## src/rtl/hazard_stall_ctrl_pkg.sv

```systemverilog
// Shared opcode constants and miss-tracking FSM encodings for the hazard/stall controller.
package hazard_stall_ctrl_pkg;

  localparam logic [6:0] OPC_LOAD      = 7'b0000011;
  localparam logic [6:0] OPC_STORE     = 7'b0100011;
  localparam logic [6:0] OPC_BRANCH    = 7'b1100011;
  localparam logic [6:0] OPC_LUI       = 7'b0110111;
  localparam logic [6:0] OPC_AUIPC     = 7'b0010111;
  localparam logic [6:0] OPC_JAL       = 7'b1101111;
  localparam logic [6:0] OPC_JALR      = 7'b1100111;
  localparam logic [6:0] OPC_ARI_RTYPE = 7'b0110011;

  typedef enum logic [1:0] {
    ST_RUN   = 2'd0,
    ST_IMISS = 2'd1,
    ST_DMISS = 2'd2,
    ST_BOTH  = 2'd3
  } state_e;

  function automatic logic [6:0] opc_of(input logic [31:0] inst);
    return inst[6:0];
  endfunction

  function automatic logic [4:0] rd_of(input logic [31:0] inst);
    return inst[11:7];
  endfunction

  function automatic logic [4:0] rs1_of(input logic [31:0] inst);
    return inst[19:15];
  endfunction

  function automatic logic [4:0] rs2_of(input logic [31:0] inst);
    return inst[24:20];
  endfunction

endpackage

```

## src/rtl/hazard_stall_ctrl_load_use_detect.sv

```systemverilog
// Combinational load-use hazard check between the load in execute and the consumer in decode.
module load_use_detect
  import hazard_stall_ctrl_pkg::*;
(
  input  logic [31:0] id_inst,
  input  logic [31:0] ex_inst,
  output logic        hazard
);

  logic [6:0] id_opc;
  logic [4:0] ex_rd;
  logic       reads_rs1;
  logic       reads_rs2;

  always_comb begin
    id_opc    = opc_of(id_inst);
    ex_rd     = rd_of(ex_inst);
    // Only fields the decode instruction actually reads may create a dependency.
    reads_rs1 = !(id_opc inside {OPC_LUI, OPC_AUIPC, OPC_JAL});
    reads_rs2 = id_opc inside {OPC_ARI_RTYPE, OPC_STORE, OPC_BRANCH};
    hazard    = (opc_of(ex_inst) == OPC_LOAD) && (ex_rd != 5'd0) &&
                ((reads_rs1 && (rs1_of(id_inst) == ex_rd)) ||
                 (reads_rs2 && (rs2_of(id_inst) == ex_rd)));
  end

endmodule

```

## src/rtl/hazard_stall_ctrl.sv

```systemverilog
// Pipeline stall/bubble/flush controller: cache-miss tracking FSM, deferred redirect flush,
// stall-cycle counter and sticky miss-timeout flag.
//
// state    | meaning
// ST_RUN   | no fill outstanding, pipeline advances
// ST_IMISS | icache fill outstanding
// ST_DMISS | dcache fill outstanding
// ST_BOTH  | both fills outstanding
module hazard_stall_ctrl
  import hazard_stall_ctrl_pkg::*;
#(
  parameter int CNT_W   = 32,
  parameter int TIMEOUT = 1024,
  parameter int TO_W    = 11
) (
  input  logic             clk,
  input  logic             rst_n,
  input  logic             icache_miss,
  input  logic             icache_fill,
  input  logic             dcache_miss,
  input  logic             dcache_fill,
  input  logic [31:0]      id_inst,
  input  logic [31:0]      ex_inst,
  input  logic             ex_redirect,
  output logic             stall,
  output logic             bubble,
  output logic             flush,
  output logic [CNT_W-1:0] stall_count,
  output logic             miss_timeout
);

  localparam logic [TO_W-1:0] TO_LIM = TO_W'(TIMEOUT);

  state_e           state_q, state_d;
  logic             flush_pend_q, flush_pend_d;
  logic [CNT_W-1:0] stall_count_q, stall_count_d;
  logic [TO_W-1:0]  to_cnt_q, to_cnt_d;
  logic             miss_timeout_q, miss_timeout_d;

  logic hazard;
  logic run;
  logic i_out, d_out, i_nxt, d_nxt;

  load_use_detect u_load_use_detect (
    .id_inst (id_inst),
    .ex_inst (ex_inst),
    .hazard  (hazard)
  );

  always_comb begin
    i_out = (state_q == ST_IMISS) || (state_q == ST_BOTH);
    d_out = (state_q == ST_DMISS) || (state_q == ST_BOTH);
    // Fills only retire an outstanding miss; repeat misses on an outstanding cache are ignored.
    i_nxt = i_out ? !icache_fill : icache_miss;
    d_nxt = d_out ? !dcache_fill : dcache_miss;
    case ({i_nxt, d_nxt})
      2'b10:   state_d = ST_IMISS;
      2'b01:   state_d = ST_DMISS;
      2'b11:   state_d = ST_BOTH;
      default: state_d = ST_RUN;
    endcase

    run    = (state_q == ST_RUN);
    stall  = !run;
    flush  = run && (ex_redirect || flush_pend_q);
    bubble = run && hazard && !flush;

    flush_pend_d = !run && (flush_pend_q || ex_redirect);

    stall_count_d = stall_count_q;
    if (stall && (stall_count_q != '1)) stall_count_d = stall_count_q + CNT_W'(1);

    if (run)                    to_cnt_d = '0;
    else if (to_cnt_q == TO_LIM) to_cnt_d = to_cnt_q;
    else                        to_cnt_d = to_cnt_q + TO_W'(1);

    miss_timeout_d = miss_timeout_q || (to_cnt_d == TO_LIM);
  end

  always_ff @(posedge clk or negedge rst_n) begin
    if (!rst_n) begin
      state_q        <= ST_RUN;
      flush_pend_q   <= 1'b0;
      stall_count_q  <= '0;
      to_cnt_q       <= '0;
      miss_timeout_q <= 1'b0;
    end else begin
      state_q        <= state_d;
      flush_pend_q   <= flush_pend_d;
      stall_count_q  <= stall_count_d;
      to_cnt_q       <= to_cnt_d;
      miss_timeout_q <= miss_timeout_d;
    end
  end

  assign stall_count  = stall_count_q;
  assign miss_timeout = miss_timeout_q;

endmodule

```

## config.mk

```make
export PLATFORM = sky130hd
export DESIGN_NAME = hazard_stall_ctrl
export DESIGN_NICKNAME = d
export VERILOG_FILES = /design/src/rtl/hazard_stall_ctrl_pkg.sv /design/src/rtl/hazard_stall_ctrl_load_use_detect.sv /design/src/rtl/hazard_stall_ctrl.sv
export SDC_FILE = /design/constraint.sdc
export NUM_CORES = 1
export LEC_CHECK = 0
export BUFFER_PORTS_ARGS = -buffer_cell sky130_fd_sc_hd__buf_2
export CAP_MARGIN = 25
export CORE_ASPECT_RATIO = 2
export CORE_MARGIN = 4
export CORE_UTILIZATION = 49
export DETAILED_ROUTE_END_ITERATION = 10
export GPL_ROUTABILITY_DRIVEN = 0
export HOLD_SLACK_MARGIN = 0.03
export PLACE_DENSITY = 0.84
export SLEW_MARGIN = 30
export SYNTH_ARGS = -nofsm -noshare
export SYNTH_HDL_FRONTEND = slang
export SYNTH_HIERARCHICAL = 1
export SYNTH_SLANG_ARGS = --single-unit
```

## constraint.sdc

```tcl
create_clock -name clk -period 2.58 [get_ports clk]
set_input_delay 0.387 -clock clk [delete_from_list [all_inputs] [get_ports clk]]
set_output_delay 0.387 -clock clk [all_outputs]
set_load 0.01 [all_outputs]
```

==> flow_summary.ini <==
[setup_path]
crit_arrival_ns = 2.45
slowest_stage = or3_1
crit_path_end_kind = flop
cp.required_ns = 2.77
path_cells = ha_1, nand3_1, or3_1, nor3_4, nor2_2, mux2_4
path_class = reg2reg
path_max_fanout = 10
cp-start-kind = flop
slowest_delay_ns = 0.51

[final_layout]
fill_cells = 457
regArea_um2 = 1180
insertedDiodeCount = 0
drive_above_1_share_pct = 27.4
area_growth_pct = 19.8
nets = 423
multiInputGateArea_um2 = 1450

[sta]
slew_violations = 0
fin_crit_ns = 2.27
post-route-period-util_pct = 88.0
fin_skew_ns = 0.0102
hold_viol_final = 0
max_slew_margin_pct = 62.7
max_slew.worst_pin.slew_ns = 0.560
rsz0062_at_grt = no
clock.fmax_ghz = 0.441
finalSetupViolCount = 0
setup_tns_ns = 0
hold_ws_ns = 0.0602

[floorplan]
dieHeight_um = 112
coreArea_um2 = 5230
die_x_um = 60.2
dieArea_um2 = 6770
start_util_pct = 51.1
rows = 37
io-pin-count = 107

[route]
drt-initial-drc-count = 94
drtPass1Iterations = 4
routed_wl_mm = 6.21
post_drt_wl_per_cell_um = 15.2
viasPerCell = 5.79
ant_nets = 0
drc = 0
via_count = 2364

[clocking]
cts.htree.levels = 2
cts_tree = built
clk_pin_slew_ns = 0.09
cts.sinks = 47
clk_latency_ns = 0.30
clk_path_buf_depth = 2
post_cts_buffers = 0
cts_made_buffers = 5
cts-resized-gates = 0
cts_root_buf = clkbuf_8
cts_hold_buf = 0

[synth]
synth_seq_cells = 47
synth_top_cell_by_area = dfrtp_1
synth_area_per_cell_um2 = 9.79
synthTopCellsByArea = dfrtp_1 (44%), xor2_1 (9.2%), xnor2_1 (5.6%), nor2_1 (3.8%), nand3_1 (3.6%)
synth_cell_types = 48
synth_nets = 347
syn_inst = 273
syn_area_um2 = 2670
yosys_warnings = 6
synth_top_area_share_pct = 44.0
synth.yosys.seq_area_share_pct = 44.0

[pwr]
pwr_density_cell_nw_per_um2 = 587
leakage_nw = 1.59
vdd_drop_max_v = 0.000378

[global_routing]
grt_usage_pct = 19.7
grt_pass1_vias = 2372
grt_pass1_wl_mm = 10.4
globalRouteOverflowTotal = 0
grt_max_degree = 26
antenna_found_initial = 0
top_usage_layer = met2
grt_use_met2_pct = 36.7
grt_util_met3_pct = 3.45
met1_usage_pct = 19.9

[place]
dp_hpwl_mm = 4.79
io_buffers = 71

[hold_path]
hold_path.class = in2async

[outcome]
outcome = complete, no violations

[flow_run]
cap_violations = 0
==> layer usage <==
metal,share of wire [%],up-vias
li1,-,1143
met1,35,1128
met2,57,78
met3,5.2,15
met4,2.7,0
met5,0,-
==> where the power goes <==
group          switching (W)  leakage (nW)  internal, W
registers           0.000121         0.630     0.000825
logic               0.000249         0.916     0.000214
clock network       0.000252        0.0474     0.000219
==> flip-flops by register name (all words and copies together) (netlist names) <==
register and count:
stall_count 32, to_cnt_q 11, state_q 2, flush_pend_q 1
miss_timeout 1
==> cell type report <==
type / instances / share of cell area, %
multi-input cells: 214 / 45.2
flip-flops and latches: 47 / 36.7
repair buffers: 75 / 12.0
clock buffers: 6 / 2.58
well taps: 58 / 2.27
inverters: 6 / 0.703
clock inverters: 2 / 0.508
==> stage by stage <==
step	cells	util, %	worst slack [ns]	power, W	instance area, um2
6_report	408	61.2	0.311	0.00188	3200
5_1_grt	408	61.2	0.162	0.00200	3200
4_1_cts	408	61.2	0.294	0.00190	3200
3_5_place_dp	400	59.3	0.317	0.00143	3100
3_3_place_gp	400	59.3	0.355	0.00141	3100
2_1_floorplan	273	-	0.517	0.00123	2670
==> path summary, 6_finish.rpt <==
kind | startpoint | to | slack (ns) | cells past startpoint
max reg2reg | stall_count[0] | stall_count[1] | 0.31 | 6
min | rst_n | stall_count[29] | 0.06 | 1
min in group clk | icache_fill | state_q[0] | 0.25 | 2
max | stall_count[0] | stall_count[1] | 0.31 | 6
max in group asynchronous | rst_n | stall_count[0] | 1.80 | 2
min reg2reg | miss_timeout | miss_timeout | 0.47 | 1
==> placed cells by master, fill, tap and decap left out, types with 6 or more instances in the layout <==
cell	count
xnor2_1	17
nor4_1	9
and3_1	8
nor3_1	9
and4_1	6
dfrtp_1	47
inv_1	6
o211ai_1	6
a21oi_1	6
buf_2	71
xor2_1	28
clkbuf_8	6
nand3_1	19
nand2_1	20
nor2_1	26
nand4_1	11
==> cell usage after synthesis (all sizes together) <==
master   instances
nor2            28
o31a             1
nand4b           1
a211oi           3
and4             6
or3              5
clkbuf           4
and3             8
o2111a           1
xor2            28
a21oi            6
inv              6
or2              2
mux2             2
a31o             1
nor3b            1
o21ai            4
mux2i            2
or4              2
nand2           20
o211ai           6
nor4b            3
and4b            1
and2             1
a2bb2oi          1
xnor2           17
o2111ai          1
buf              2
nor3            10
a31oi            1
a41o             1
ha               3
dfrtp           47
nand3           19
nor4            11
nand4           13
o31ai            1
nor2b            4
==> worst max-delay path, delay by kind of cell (launching register included) <==
kind                     cells  cell delay (ns)
adder cells (fa/ha/maj)      1             0.22
flip-flops                   1             0.42
multiplexers                 1             0.31
AND/OR/NAND/NOR              4             1.20
==> cell families after synthesis <==
logic type	Yosys count	synth area share [%]
AO/OA/AOI/OAI	27	7.21
XOR/XNOR	45	14.7
adder cells (fa/ha/maj)	3	1.40
buffers and inverters	12	1.97
flip-flops	47	44.0
multiplexers	4	1.73
AND/OR/NAND/NOR	135	28.9
No activity file was read; power rests on OpenSTA's default activity.
